===== config.mk =====
export PLATFORM = sky130hd
export DESIGN_NAME = exec_sequencer
export DESIGN_NICKNAME = d
export VERILOG_FILES = /design/src/rtl/exec_sequencer.sv
export SDC_FILE = /design/constraint.sdc
export NUM_CORES = 1
export LEC_CHECK = 0
export CORE_MARGIN = 8
export CORE_UTILIZATION = 40
export CTS_BUF_LIST = sky130_fd_sc_hd__clkbuf_2 sky130_fd_sc_hd__clkbuf_4 sky130_fd_sc_hd__clkbuf_8
export CTS_CLUSTER_SIZE = 14
export DETAILED_ROUTE_END_ITERATION = 6
export DONT_BUFFER_PORTS = 1
export GPL_ROUTABILITY_DRIVEN = 0
export HOLD_SLACK_MARGIN = 0.1
export PLACE_DENSITY = 0.59
export SLEW_MARGIN = 10
export SYNTH_ARGS = -nofsm -noshare
export SYNTH_HDL_FRONTEND = slang
export SYNTH_SLANG_ARGS = --single-unit

===== constraint.sdc =====
create_clock -name i_clk -period 3.1 [get_ports i_clk]
set_clock_uncertainty 0.15 [all_clocks]
set_input_delay 0 -clock i_clk [delete_from_list [all_inputs] [get_ports i_clk]]
set_output_delay 0 -clock i_clk [all_outputs]
set_load 0.02 [all_outputs]

===== src/rtl/exec_sequencer.sv =====
// Multi-cycle control sequencer for the 13-bit RISC core: fetch, register read,
// ALU drive, data-memory handshake and write-back, one instruction at a time.
module exec_sequencer #(
  parameter int DW  = 13,
  parameter int PCW = 8
) (
  input  logic           i_clk,
  input  logic           i_rst,
  input  logic           i_run,
  output logic [PCW-1:0] o_imem_addr,
  input  logic [DW-1:0]  i_imem_data,
  output logic [2:0]     o_rf_ra,
  output logic [2:0]     o_rf_rb,
  input  logic [DW-1:0]  i_rf_da,
  input  logic [DW-1:0]  i_rf_db,
  output logic           o_rf_we,
  output logic [2:0]     o_rf_wa,
  output logic [DW-1:0]  o_rf_wd,
  output logic [3:0]     o_alu_opcode,
  output logic [DW-1:0]  o_alu_dataA,
  output logic [DW-1:0]  o_alu_dataB,
  input  logic [DW-1:0]  i_alu_result,
  input  logic           i_alu_checkbranch,
  output logic [PCW-1:0] o_dmem_addr,
  output logic [DW-1:0]  o_dmem_wdata,
  input  logic [DW-1:0]  i_dmem_rdata,
  output logic           o_dmem_re,
  output logic           o_dmem_we,
  input  logic           i_dmem_ready,
  output logic [PCW-1:0] o_pc,
  output logic [2:0]     o_state,
  output logic           o_retire
);

  typedef enum logic [2:0] {
    IDLE   = 3'd0,
    FETCH  = 3'd1,
    DECODE = 3'd2,
    EXEC   = 3'd3,
    MEM    = 3'd4,
    WB     = 3'd5
  } state_t;

  localparam logic [3:0] OP_ADD = 4'h1;
  localparam logic [3:0] OP_J   = 4'h8;
  localparam logic [3:0] OP_SW  = 4'hD;
  localparam logic [3:0] OP_LD  = 4'hE;

  function automatic logic is_alu_op(input logic [3:0] op);
    return ((op != 4'h0) && (op < 4'h8)) || (op == 4'hF);
  endfunction

  function automatic logic is_branch_op(input logic [3:0] op);
    return (op >= 4'h9) && (op <= 4'hC);
  endfunction

  state_t         state;
  logic [PCW-1:0] pc;
  logic [PCW-1:0] addr;
  logic [DW-1:0]  ir;
  logic [DW-1:0]  a;
  logic [DW-1:0]  b;
  logic [DW-1:0]  r;

  logic [3:0]     ir_op;
  logic [3:0]     dec_op;
  logic           is_mem;
  logic           end_instr;
  logic [PCW-1:0] pc_inc;
  logic [PCW-1:0] br_target;

  assign ir_op     = ir[12:9];
  assign dec_op    = i_imem_data[12:9];
  assign is_mem    = (ir_op == OP_LD) || (ir_op == OP_SW);
  assign pc_inc    = pc + 1'b1;
  assign br_target = pc_inc + {{(PCW-3){ir[2]}}, ir[2:0]};

  // Instruction ends in EXEC for NOP/J/branch, on the SW ready cycle, or in WB.
  assign end_instr = ((state == EXEC) && !is_alu_op(ir_op) && !is_mem) ||
                     ((state == MEM) && i_dmem_ready && (ir_op == OP_SW)) ||
                     (state == WB);

  assign o_imem_addr = pc;
  assign o_pc        = pc;
  assign o_state     = state;
  assign o_retire    = end_instr;

  assign o_rf_we = (state == WB);
  assign o_rf_wa = ir[8:6];
  assign o_rf_wd = r;

  // Memory handshake: re/we, address and store data stay stable from the first
  // MEM cycle until the cycle in which i_dmem_ready is high; ready is ignored
  // in every other state.
  assign o_dmem_re    = (state == MEM) && (ir_op == OP_LD);
  assign o_dmem_we    = (state == MEM) && (ir_op == OP_SW);
  assign o_dmem_addr  = addr;
  assign o_dmem_wdata = a;

  always_comb begin
    o_rf_ra = 3'd0;
    o_rf_rb = 3'd0;
    if (state == DECODE) begin
      if (is_alu_op(dec_op)) begin
        o_rf_ra = i_imem_data[5:3];
        o_rf_rb = i_imem_data[2:0];
      end else begin
        o_rf_ra = i_imem_data[8:6];
        o_rf_rb = i_imem_data[5:3];
      end
    end
  end

  always_comb begin
    o_alu_opcode = 4'h0;
    o_alu_dataA  = '0;
    o_alu_dataB  = '0;
    if (state == EXEC) begin
      if (is_alu_op(ir_op) || is_branch_op(ir_op)) begin
        o_alu_opcode = ir_op;
        o_alu_dataA  = a;
        o_alu_dataB  = b;
      end else if (is_mem) begin
        o_alu_opcode = OP_ADD;
        o_alu_dataA  = b;
        o_alu_dataB  = {{(DW-3){1'b0}}, ir[2:0]};
      end
    end
  end

  always_ff @(posedge i_clk) begin
    if (i_rst) begin
      state <= IDLE;
      pc    <= '0;
      addr  <= '0;
      ir    <= '0;
      a     <= '0;
      b     <= '0;
      r     <= '0;
    end else begin
      case (state)
        IDLE:   if (i_run) state <= FETCH;
        FETCH:  state <= DECODE;
        DECODE: begin
          ir    <= i_imem_data;
          a     <= i_rf_da;
          b     <= i_rf_db;
          state <= EXEC;
        end
        EXEC: begin
          if (is_alu_op(ir_op)) begin
            r     <= i_alu_result;
            state <= WB;
          end else if (is_mem) begin
            addr  <= i_alu_result[PCW-1:0];
            state <= MEM;
          end else begin
            if (ir_op == OP_J)
              pc <= ir[PCW-1:0];
            else if (is_branch_op(ir_op) && i_alu_checkbranch)
              pc <= br_target;
            else
              pc <= pc_inc;
            state <= i_run ? FETCH : IDLE;
          end
        end
        MEM: begin
          if (i_dmem_ready) begin
            if (ir_op == OP_SW) begin
              pc    <= pc_inc;
              state <= i_run ? FETCH : IDLE;
            end else begin
              r     <= i_dmem_rdata;
              state <= WB;
            end
          end
        end
        WB: begin
          pc    <= pc_inc;
          state <= i_run ? FETCH : IDLE;
        end
        default: state <= IDLE;
      endcase
    end
  end

endmodule


# Word-level counts from Yosys, hierarchy flattened
# Index checks and enable logic that the tools add are counted.
[word_totals]
romBits = 0
output_inout_bits = 96
register_bits = 71
wordCells = 89
latchBits = 0
mem_count = 0
ramBits = 0
in_bits = 70
[classes]
n_mux = 31
mul = 0
eq_ne = 17
div = 0
magnitude_cmp = 4
bitwise = 1
n_shift = 0
reduce_logical = 27
add_sub_neg = 2
[op_table]
columns = ["operator", "n"]
rows = [
  ["13-bit two-way mux", 8],
  ["8-bit two-way mux", 6],
  ["3-bit two-way mux", 10],
  ["13-bit case mux with 2 select lines", 1],
  ["8-bit case mux with 3 select lines", 1],
  ["4-bit == test (second input constant)", 5],
  ["3-bit case mux with 6 select lines", 1],
  ["2-bit != test (second input constant)", 6],
  ["1-bit logical AND", 10],
  ["8-bit by 1-bit adder with 8-bit output (second input constant)", 1],
  ["8-bit adder", 1],
  ["4-bit < comparator (second input constant)", 2],
  ["4-bit two-way mux", 2],
  ["4-bit nonzero test", 2],
  ["3-bit by 2-bit == test with 1-bit output (second input constant)", 2],
  ["3-bit == test (second input constant)", 2],
  ["1-bit logical OR", 6],
  ["5-bit AND reduction", 1],
  ["4-bit greater-or-equal comparator (second input constant)", 1],
  ["4-bit <= comparator (second input constant)", 1],
  ["4-bit AND reduction", 1],
  ["3-bit by 1-bit == test with 1-bit output (second input constant)", 1],
  ["3-bit logical NOT", 1],
  ["3-bit AND reduction", 1],
  ["other kinds (7)", 9],
]

# Depth between registers and ports, before layout
[depth]
word_depth = 8
mapped_depth = 12
mapped_depth_nobuf = 12

# Worst setup path before layout
# OpenSTA, ideal clock, no wires.
[synth_timing]
path_type = "register to register"
start = "register pc[0], in the netlist o_imem_addr[0]"
end = "register pc[7], in the netlist o_imem_addr[7]"
stages_incl_launch_ff = 12
setup_ns = 0.092
arrival_ns = 2.655
n_path_buf = 0
period_less_slack_ns = 2.897
slack_ns = 0.203
required_ns = 2.858
path_cell_list = "dfxtp_1 -> ha_1 -> and3_1 -> nand3_1 -> xor2_1 -> inv_1 -> ha_1 -> a21oi_1 -> mux2_2 -> o21ai_0 -> a21oi_1 -> o32ai_1"
[synth_between]
elab_chain_len = 7
elab_cells_between_ends = 9
classes_between = "add/sub (2); mux (7)"
[synth_lines]
columns = ["item", "line", "rtl"]
rows = [
  ["start, declared", "58", "logic [PCW-1:0] pc;"],
  ["start signal, assigned", "159", "pc <= ir[PCW-1:0];"],
  ["start signal, assigned", "161", "pc <= br_target;"],
  ["start signal, assigned", "163", "pc <= pc_inc;"],
  ["8-bit by 1-bit adder with 8-bit output (*)", "75", "assign pc_inc = pc + 1'b1;"],
  ["8-bit adder", "76", "assign br_target = pc_inc + {{(PCW-3){ir[2]}}, ir[2:0]};"],
  ["8-bit two-way mux", "160", "else if (is_branch_op(ir_op) && i_alu_checkbranch)"],
  ["8-bit two-way mux", "158", "if (ir_op == OP_J)"],
  ["8-bit two-way mux", "154", "end else if (is_mem) begin"],
  ["8-bit two-way mux", "151", "if (is_alu_op(ir_op)) begin"],
  ["8-bit case mux with 3 select lines (*)", "141", "case (state)"],
]
# Every way passes the cells marked *; elsewhere a longest branch is shown, timed or not. The select of a mux whose other input is x is not followed.
# A chain may end at the register's enable or synchronous reset.

# Worst setup path after layout
# Ends and elaborated chain as after synthesis.

==> results.py <==
metrics = {
    "yosys": {
        "synth-main-ff-cell": "dfxtp_1",
        "synth_area_sq_mm": 0.00404,
        "avgSynthCellArea_sq_um": 7.37,
        "synth-xor-area-share": 0.0282,
        "syn-num-nets": 628,
        "synthMuxAreaShare": 0.0226,
        "synth_compound_area_frac": 0.221,
        "synth_top_family_by_area": "simple AND/OR/NAND/NOR gates",
        "synth_edf_count": 0,
        "ys_seq_elements": 71,
        "yosys_warnings": 0,
        "syn_inst": 548,
        "yosysUniqueCellTypes": 56,
        "yosys.area_share.simple": 0.269,
        "synth_top_area_share": 0.352,
        "yosysSeqAreaShare": 0.352,
        "async_flop_share": 0,
        "yosysTopAreaCell": "dfxtp_1",
        "synthTopCellsByArea": "dfxtp_1 35%, nand2_1 13%, a21oi_1 10%, o21ai_0 3.3%, nor2_1 3.3%",
        "synth_fa_ha_area_frac": 0.0328,
    },
    "drt": {
        "vias": 4169,
        "routed_wl_um": 14200,
        "drt_iter0_drc": 262,
        "wl_per_cell_um": 18.7,
        "postRouteAntennaNets": 0,
        "drc": 0,
        "firstDrtPassIters": 5,
        "viasPerCell": 5.49,
    },
    "power_and_ir_drop": {
        "p_per_area_mw_per_mm2": 441,
        "switching_share": 0.334,
        "internal-power_mw": 1.52,
        "clkPwrFrac": 0.307,
        "ir_worst_vdd_mv": 0.370,
        "seq_power_share": 0.474,
        "power_leakage_nw": 1.86,
        "switching_power_mw": 0.760,
        "finalPower_mw": 2.28,
        "combPwrFrac": 0.218,
    },
    "cts": {
        "ctsResizeCount": 0,
        "clock_path_buffers": 2,
        "cts_root_buf": "clkbuf_8",
        "insertion_delay_ns": 0.34,
        "clk_pin_slew_ns": 0.08,
        "cts_tree": "done",
        "htree_levels": 3,
        "clkSinkCount": 71,
        "cts_buffers": 9,
        "postCtsSetupRepairBufs": 0,
    },
    "critical_path": {
        "critPathCaptureType": "flop",
        "crit_required_ns": 3.20,
        "cp_max_fo": 4,
        "slowest_delay_ns": 0.37,
        "worstPathCellList": "ha_1 > and3_1 > nand3_1 > xor2_1 > inv_1 > ha_1 > a21oi_1 > mux2_2 > o21ai_0 > a21oi_1 > o32ai_1",
        "start_kind": "flop",
        "worstSetupPathType": "reg -> reg",
        "cp.arrival_ns": 2.98,
        "cp_slowest_cell": "mux2_2",
    },
    "hold_path": {
        "hold_class": "in -> out",
    },
    "timing": {
        "setup_violations": 0,
        "finalHoldViolCount": 0,
        "slew_headroom": 0.487,
        "rsz0062_at_grt": "no",
        "drv_slew": 0,
        "period_needed_ns": 2.87,
        "worst_pin_slew_ns": 0.770,
        "post-route-period-util": 0.927,
        "fin_tns_setup_ns": 0,
        "fmax_mhz": 348,
    },
    "place": {
        "io_buffers": 0,
        "place_hpwl_um": 9290,
    },
    "floorplan": {
        "die_w_um": 117,
        "start_util": 0.413,
        "coreArea_sq_mm": 0.00977,
        "dieHeight_um": 117,
        "ioPinCount": 166,
        "dieArea_sq_mm": 0.0136,
        "placementRows": 36,
    },
    "global_route": {
        "antenna_found_initial": 2,
        "grt_pass1_wl_um": 21400,
        "grt_start_max_net_pins": 72,
        "grt_pass1_vias": 4079,
        "track_usage": 0.202,
        "overflow": 0,
    },
    "final_layout": {
        "multiInputGateArea_sq_mm": 0.00232,
        "drive_gt1_frac": 0.111,
        "syn2layout_area_growth_pct": 27.7,
        "finalNetCount": 699,
        "regArea_sq_mm": 0.00142,
        "fill_cells": 922,
    },
    "status": {
        "status": "finished, final reports clean",
    },
    "job": {
        "maxCapViolCount": 0,
    },
}
==> Yosys cell counts, types with 2 or more instances <==
cell	instances
dfxtp_1	71
nand4_1	2
nand3_1	26
nand2_1	142
buf_1	3
inv_1	7
a311oi_2	7
nor2_1	35
a211oi_1	2
buf_2	8
o21ai_0	27
o211ai_1	4
buf_4	14
o32ai_1	2
ha_1	9
clkbuf_1	22
nor3_1	2
and2_1	16
a311oi_1	6
xnor2_1	7
xor2_1	6
a221oi_1	2
nor2_4	3
buf_6	3
and3_1	3
a21oi_1	82
mux2i_1	8
==> what timing repair did <==
| action | in CTS | in global routing |
|---|---|---|
| endpoints found under the setup margin | 0 | 2 |
| hold buffers | 77 | 0 |
| endpoints found under the hold margin | 75 | 0 |
==> cells in the final DEF (no fill, tap or decap), types with 3 or more instances in the layout <==
master	instances
nand2_1	142
a21oi_1	82
dlygate4sd3_1	76
dfxtp_1	71
nor2_1	35
buf_4	32
o21ai_0	27
nand3_1	26
and2_1	16
clkbuf_8	11
ha_1	9
mux2i_1	8
xnor2_1	7
inv_1	7
a311oi_2	7
xor2_1	6
a311oi_1	6
o211ai_1	4
and3_1	3
nor2_4	3
==> final cells by class <==
class	instances	area share
Tap cell	133	0.0323
Clock inverter	3	0.00340
Timing Repair Buffer	109	0.199
Inverter	8	0.00582
Clock buffer	13	0.0323
Antenna cell	2	0.000970
Multi-Input combinational cell	420	0.450
Sequential cell	71	0.276
==> power by group through the flow <==
stage | logic [mW] | clock network [mW] | registers (mW)
2_1_floorplan | 0.342 | 0 | 1.07
3_3_place_gp | 0.384 | 0 | 1.10
3_5_place_dp | 0.395 | 0 | 1.10
4_1_cts | 0.493 | 0.729 | 1.08
5_1_grt | 0.544 | 0.768 | 1.09
6_report | 0.497 | 0.700 | 1.08
==> path summary, 6_finish.rpt <==
kind,startpoint,to,slack (ns),cells after the start
max,o_imem_addr[0],o_imem_addr[7],0.23,11
min,i_imem_data[2],o_rf_rb[2],0.1,2
max reg2reg,o_imem_addr[0],o_imem_addr[7],0.23,11
min reg2reg,ir[4],ir[4],0.31,2
==> registers in the layout (all words and copies together), names as in the netlist <==
signal / flops
o_rf_wd: 13
o_imem_addr: 8
o_dmem_addr: 8
o_state: 3
b: 13
o_dmem_wdata: 13
ir: 13
==> per-stage QoR <==
stage	setup WS, ns	util	hold slack (ns)	area (sq um)	instances
floorplan	0.203	-	-0.0140	4040	548
CTS	0.217	0.526	0.100	5150	756
detailed placement	0.250	0.427	-0.0669	4170	663
global placement	0.317	0.427	-0.0727	4170	663
finish	0.226	0.528	0.0955	5160	759
global route	0.00856	0.528	0.102	5160	759
==> critical path: cells and delay by family (launching register included) <==
family                     cells  cell delay [ns]
buffers and inverters          1             0.07
adders and majority gates      2             0.56
muxes                          1             0.37
and+or+nand+nor                2             0.37
xor gates and xnor gates       1             0.20
DFF                            1             0.34
AOI/OAI and AO/OA              4             0.72
==> layer usage <==
layer	vias to the layer above	GRT usage	part of all wire
met3	19	0.0822	0.11
met2	189	0.338	0.47
li1	2009	-	-
met5	-	0	0
met4	0	0.0709	0.018
met1	1952	0.227	0.40
==> cells by family (layout without fill, tap and decap cells) <==
group                      after synthesis  in the layout
DFF                                     71             71
other                                    0              2
AOI/OAI and AO/OA                      145            145
muxes                                    9              9
xor gates and xnor gates                13             13
adders and majority gates               10             10
buffers and inverters                   58            133
and+or+nand+nor                        242            243
No activity file was read; power rests on OpenSTA's default activity.
